==> src/rtl/alu_share_arbiter.sv <==
// Round-robin front end that lets two requesters share one external ALU.
// Each operation runs IDLE -> EXEC -> RESP; the response is held until its owner takes it.
module alu_share_arbiter #(
    parameter int WIDTH   = 32,
    parameter int NUM_OPS = 9
) (
    input  logic             clk,
    input  logic             rst,
    input  logic [1:0]       req_valid,
    output logic [1:0]       req_ready,
    input  logic [WIDTH-1:0] req0_a,
    input  logic [WIDTH-1:0] req0_b,
    input  logic [3:0]       req0_ctrl,
    input  logic [WIDTH-1:0] req1_a,
    input  logic [WIDTH-1:0] req1_b,
    input  logic [3:0]       req1_ctrl,
    output logic [1:0]       rsp_valid,
    input  logic [1:0]       rsp_ready,
    output logic [WIDTH-1:0] rsp_result,
    output logic [3:0]       rsp_flags,
    output logic             rsp_err,
    output logic [WIDTH-1:0] alu_a,
    output logic [WIDTH-1:0] alu_b,
    output logic [3:0]       alu_control,
    input  logic [WIDTH-1:0] alu_result,
    input  logic [3:0]       alu_flags,
    output logic             busy
);
    typedef enum logic [1:0] {IDLE, EXEC, RESP} state_t;

    localparam logic [4:0] NUM_OPS_L = 5'(NUM_OPS);
    localparam logic [3:0] CTRL_NOP  = 4'd8;

    state_t            state_reg;
    logic [WIDTH-1:0]  a_reg;
    logic [WIDTH-1:0]  b_reg;
    logic [3:0]        ctrl_reg;
    logic              illegal_reg;
    logic              owner_reg;
    logic              last_reg;
    logic [1:0]        rsp_valid_reg;
    logic [WIDTH-1:0]  rsp_result_reg;
    logic [3:0]        rsp_flags_reg;
    logic              rsp_err_reg;

    logic [1:0]        grant;
    logic              gid;
    logic [WIDTH-1:0]  sel_a;
    logic [WIDTH-1:0]  sel_b;
    logic [3:0]        sel_ctrl;
    logic              sel_illegal;

    // Grant depends only on req_valid and the pointer; a tie goes to whoever was not served last.
    always_comb begin
        grant = 2'b00;
        gid   = 1'b0;
        if (state_reg == IDLE) begin
            unique case (req_valid)
                2'b01:   begin gid = 1'b0;      grant = 2'b01; end
                2'b10:   begin gid = 1'b1;      grant = 2'b10; end
                2'b11:   begin gid = ~last_reg; grant = last_reg ? 2'b01 : 2'b10; end
                default: begin gid = 1'b0;      grant = 2'b00; end
            endcase
        end
    end

    assign sel_a       = gid ? req1_a    : req0_a;
    assign sel_b       = gid ? req1_b    : req0_b;
    assign sel_ctrl    = gid ? req1_ctrl : req0_ctrl;
    assign sel_illegal = ({1'b0, sel_ctrl} >= NUM_OPS_L);

    always_ff @(posedge clk) begin
        if (rst) begin
            state_reg      <= IDLE;
            a_reg          <= '0;
            b_reg          <= '0;
            ctrl_reg       <= '0;
            illegal_reg    <= 1'b0;
            owner_reg      <= 1'b0;
            last_reg       <= 1'b1;
            rsp_valid_reg  <= 2'b00;
            rsp_result_reg <= '0;
            rsp_flags_reg  <= '0;
            rsp_err_reg    <= 1'b0;
        end else begin
            unique case (state_reg)
                IDLE: begin
                    if (grant != 2'b00) begin
                        a_reg       <= sel_a;
                        b_reg       <= sel_b;
                        // Illegal codes are turned into a nop so the ALU never sees them.
                        ctrl_reg    <= sel_illegal ? CTRL_NOP : sel_ctrl;
                        illegal_reg <= sel_illegal;
                        owner_reg   <= gid;
                        last_reg    <= gid;
                        state_reg   <= EXEC;
                    end
                end
                EXEC: begin
                    rsp_result_reg <= illegal_reg ? '0 : alu_result;
                    rsp_flags_reg  <= illegal_reg ? 4'b0000 : alu_flags;
                    rsp_err_reg    <= illegal_reg;
                    rsp_valid_reg  <= owner_reg ? 2'b10 : 2'b01;
                    state_reg      <= RESP;
                end
                RESP: begin
                    if (rsp_ready[owner_reg]) begin
                        rsp_valid_reg <= 2'b00;
                        state_reg     <= IDLE;
                    end
                end
                default: state_reg <= IDLE;
            endcase
        end
    end

    assign req_ready   = grant;
    assign alu_a       = a_reg;
    assign alu_b       = b_reg;
    assign alu_control = ctrl_reg;
    assign rsp_valid   = rsp_valid_reg;
    assign rsp_result  = rsp_result_reg;
    assign rsp_flags   = rsp_flags_reg;
    assign rsp_err     = rsp_err_reg;
    assign busy        = (state_reg != IDLE);
endmodule

==> config.mk <==
export PLATFORM = sky130hd
export DESIGN_NAME = alu_share_arbiter
export DESIGN_NICKNAME = d
export VERILOG_FILES = /design/src/rtl/alu_share_arbiter.sv
export SDC_FILE = /design/constraint.sdc
export NUM_CORES = 1
export LEC_CHECK = 0
export BUFFER_PORTS_ARGS = -buffer_cell sky130_fd_sc_hd__buf_2
export CAP_MARGIN = 20
export CORE_AREA = 2 2 113 115
export DETAILED_ROUTE_END_ITERATION = 8
export DIE_AREA = 0 0 115 117
export MAX_ROUTING_LAYER = met4
export PLACE_DENSITY = 0.76
export SLEW_MARGIN = 20
export SYNTH_ARGS = -nofsm -noshare
export SYNTH_HDL_FRONTEND = slang
export SYNTH_SLANG_ARGS = --single-unit
==> constraint.sdc <==
create_clock -name clk -period 3.66 [get_ports clk]
set_clock_uncertainty 0.05 [all_clocks]
set_input_delay 0.183 -clock clk [delete_from_list [all_inputs] [get_ports clk]]
set_output_delay 0.183 -clock clk [all_outputs]
set_load 0.005 [all_outputs]
Word-level counts from Yosys, hierarchy flattened

Cells that the tools add are included.

Register bits: 112
Output and inout bits: 110

$lt $le $gt $ge: 2
Eq/ne operators: 7
Multiplexer cells: 18
Bitwise operators: 1
Reductions and logical operators: 7

Operators by type and width:

| cell                                                                    | number |
|---|---|
| 32-bit 2-to-1 mux                                                       | 3 |
| 4-bit 2-to-1 mux                                                        | 3 |
| 2-bit case mux with 3 select lines                                      | 2 |
| 2-bit 2-to-1 mux                                                        | 5 |
| 2-bit == test, second input constant                                    | 3 |
| 2-bit AND reduction                                                     | 3 |
| 2-bit nonzero test                                                      | 3 |
| 2-bit by 1-bit == test with 1-bit output, second input constant         | 2 |
| 4-bit >= comparator, second input constant                              | 1 |
| 2-bit case mux with 2 select lines                                      | 1 |
| 1-bit 2-to-1 mux                                                        | 3 |
| 2-bit logical NOT                                                       | 1 |
| 1-bit by 2-bit < comparator with 1-bit output, second input constant    | 1 |
| 2-bit by 1-bit inequality test with 1-bit output, second input constant | 1 |
| 2-bit inequality test, second input constant                            | 1 |
| 1-bit case mux with 2 select lines                                      | 1 |
| 1-bit inverter                                                          | 1 |

Depth between registers and ports, before layout

Depth after elaboration: 6
Gate-level depth with buffers: 6
Depth with buffers taken out: 3

Worst setup path before layout

No wires, ideal clock.

Path type: register to register
Start point: register state_reg[1]
End point: register a_reg[10], in the netlist alu_a[10]
Data arrival time: 1.319 ns
Data required time: 3.477 ns
Slack: 2.158 ns
Stages on the path, launching flop included: 7
Buffers on the path: 3
Period minus slack after synthesis: 1.502 ns
Cells stage by stage: dfxtp_1 > buf_6 > or3b_1 > buf_2 > clkbuf_1 > o21ai_0 > a311oi_1

Cells in the longest elaborated chain, start to end: 4
Elaborated cells on any way between the ends: 6
Those cells by class: mux: 3; reduce/logical: 3

Ends and longest elaborated chain:

| what                                 | RTL line | source |
|---|---|---|
| from (decl)                          | 34       | `state_t state_reg;` |
| from (signal assigned)               | 74       | `state_reg <= IDLE;` |
| from (signal assigned)               | 96       | `state_reg <= EXEC;` |
| from (signal assigned)               | 104      | `state_reg <= RESP;` |
| 2-bit logical NOT (*)                | 57, 86   |  |
| 2-bit 2-to-1 mux                     | 57       | `if (state_reg == IDLE) begin` |
| 2-bit nonzero test                   | 88       | `if (grant != 2'b00) begin` |
| 2-bit AND reduction (no source line) | -        |  |
| to (signal assigned)                 | 89       | `a_reg <= sel_a;` |
| to (decl)                            | 35       | `logic [WIDTH-1:0] a_reg;` |

Mark *: on every way between the ends. The rest lies on a longest branch, timed or not.
A chain may end at the register's enable or synchronous reset.

Worst setup path after layout

Start point: register state_reg[1]
End point: output req_ready[1]

Cells in the longest elaborated chain, start to end: 2

Ends and longest elaborated chain:

| what              | RTL line | source |
|---|---|---|
| 2-bit logical NOT | 57       |  |
| 2-bit 2-to-1 mux  | 57       |  |
| to (decl)         | 10       | `output logic [1:0] req_ready,` |

Every way passes these cells.

==> reports/qor.txt <==
Run status: finished clean
FF+latch count, synth: 112
Post-CTS Resized: 0
Port bufs: 287
R2R depth: 4
Die ar.: 0.0135 mm²
CP endpoint kind: primary output
WP data arrival: 1.94 ns
Clk_lat worst skew: 0.34 ns
I/O pin count: 288
Top cells by area, synth: dfxtp_1 44%, a311oi_1 12%, a21oi_1 11%
Crit path time final: 2.18 ns
Starting Density: 0.415
Core box area: 0.0123 mm²
Fmax: 0.459 GHz
DRT iter0 DRCs: 361
Fin. Hold Viols: 0
Slew headroom: 0.305
Power, Total: 3090 µW
All-Layer GR Usage: 0.235
Synth Net Count: 790
Syn Area/Cell: 8.34 µm²
Post-CTS setup buffer count: 0
Largest area contributor in the netlist: dfxtp_1
Max IR drop VDD: 0.218 mV
Worst hold path type: in -> reg
Routed WL per cell: 16.6 µm
Share of layout cells above drive strength 1: 0.377
Sequential area share after synthesis: 0.439
Num CTS Buffers: 9
Post-route setup TNS: 0 ns
Nets@finish: 1020
Drt total wl: 16.5 mm
Final Wtd Congestion: 0.887
Ys Warns: 0
Drt first pass iters: 5
Final setup vio count: 0
Grt total ovfl: 0
WS Path Type: reg -> out
Vias in the first global route: 4829
Pwr per Cell Area: 460 mW/mm²
Synthesized cell area: 0.00511 mm²
Crit path required time: 3.43 ns
Hold path depth: 3
Max FO, Critical Path: 71
Max Slew Vio Count: 0
Area Overhead vs Synth: 31.7%
CP startpoint kind: register
Period utilisation layout: 0.595
# hold bufs at CTS: 0
Post-route ant nets: 0
MaxCap Viol Count: 0
Top cell type's share of synthesized area: 0.439
Dpl hpwl: 10.7 mm
Clk pin slew, worst setup/hold paths: 0.07 ns
First-pass GRT wire length: 24.8 mm
Rows: 41
DRC Markers: 0
TritonCTS clock tree: yes
H-Tree Level Count: 3
CTS max path bufs: 2
Cells after synthesis: 612
RSZ-0062 raised after global routing: false
Largest net degree at the start of global routing: 85
Measured slew at the worst slew-check pin: 1.04 ns
Total number of vias: 5644
Die height: 117 µm
Die Wd: 115 µm
Pleak: 0.00290 µW
Root Driver: clkbuf_16
Clock sink count: 112
Initial antenna violation count: 1
Vias/cell: 5.66
Distinct cells, synth: 35
[cells in the final DEF (no fill, tap or decap), types with 2 or more instances in the layout]
cell type / instances
buf_2: 286
dfxtp_1: 112
a21oi_1: 108
a311oi_1: 69
nand3_1: 65
o21ai_0: 55
nand2_1: 38
nand3b_1: 37
o21ai_1: 15
buf_4: 11
clkbuf_16: 9
nor2_1: 5
nor2b_1: 4
nand4b_1: 3
clkbuf_1: 3
inv_1: 2
or3b_2: 2
and2_2: 2
clkinv_2: 2
[through the flow]
stage	area (µm²)	hold slack (ns)	instances	util	setup WS (ns)
6_report	6720	0.0558	998	0.546	1.48
3_5_place_dp	6450	0.391	981	0.524	1.62
5_1_grt	6720	0.0504	998	0.546	1.36
4_1_cts	6720	0.0411	997	0.546	1.46
3_3_place_gp	6450	0.386	981	0.524	1.67
2_1_floorplan	5110	0.297	612	-	2.16
[area by class of cell]
class	instances	area, µm²
Timing Repair Buffer	298	1530
Inverter	2	7.51
Clock inverter	3	17.5
Multi-Input combinational cell	419	2480
Tap cell	150	188
Clock buffer	13	250
Antenna cell	1	2.50
Fill cell	1194	5590
Sequential cell	112	2240
[Yosys cell counts, drive strengths merged]
cell type  instances
or2                1
nor2               6
nand2             39
nand2b             1
mux2i              1
o21ai             70
nor2b              4
or3                1
inv                2
nand3             65
nor4               1
o31a               1
and2b              1
or3b               2
buf               28
and2               2
a221oi             1
nand3b            37
nand4              1
a22oi              1
o21bai             1
a21oi            108
clkbuf            51
a211o              1
dfxtp            112
nor3b              2
nand4b             3
a311oi            69
[layer usage]
layer / vias to the layer above / track usage / part of all wire
li1: 2745 / - / -
met1: 2601 / 0.305 / 0.42
met2: 267 / 0.368 / 0.48
met3: 31 / 0.0412 / 0.072
met4: 0 / 0.0900 / 0.024
met5: - / - / 0
[critical path, stage by stage (launching register included)]
cell	delay, ns
dfxtp_1	0.44
or3b_2	0.51
buf_4	0.33
nor2_1	0.17
buf_2	0.13
[worst paths after layout]
check	end	slack, ns	startpoint
setup / recovery	req_ready[1]	1.48	state_reg[1]
hold / removal	alu_a[28]	0.06	req1_a[28]
setup reg to reg	alu_a[5]	1.56	last_reg
hold reg to reg	rsp_result[10]	0.40	rsp_result[10]
[where the power goes]
part,total (µW),internal [µW],switching (µW)
Combinational,747,328,419
Sequential,1430,1350,83.0
Clock,913,480,433
Total,3090,2160,935
[cell families after synthesis]
logic type             count (synthesis)  share of synthesized area
DFF                                  112                      0.439
and+or+nand+nor                      166                      0.180
AOI/OAI and AO/OA                    252                      0.301
muxes                                  1                    0.00196
buffers and inverters                 81                     0.0777
Power figures use the tool's default switching activity.
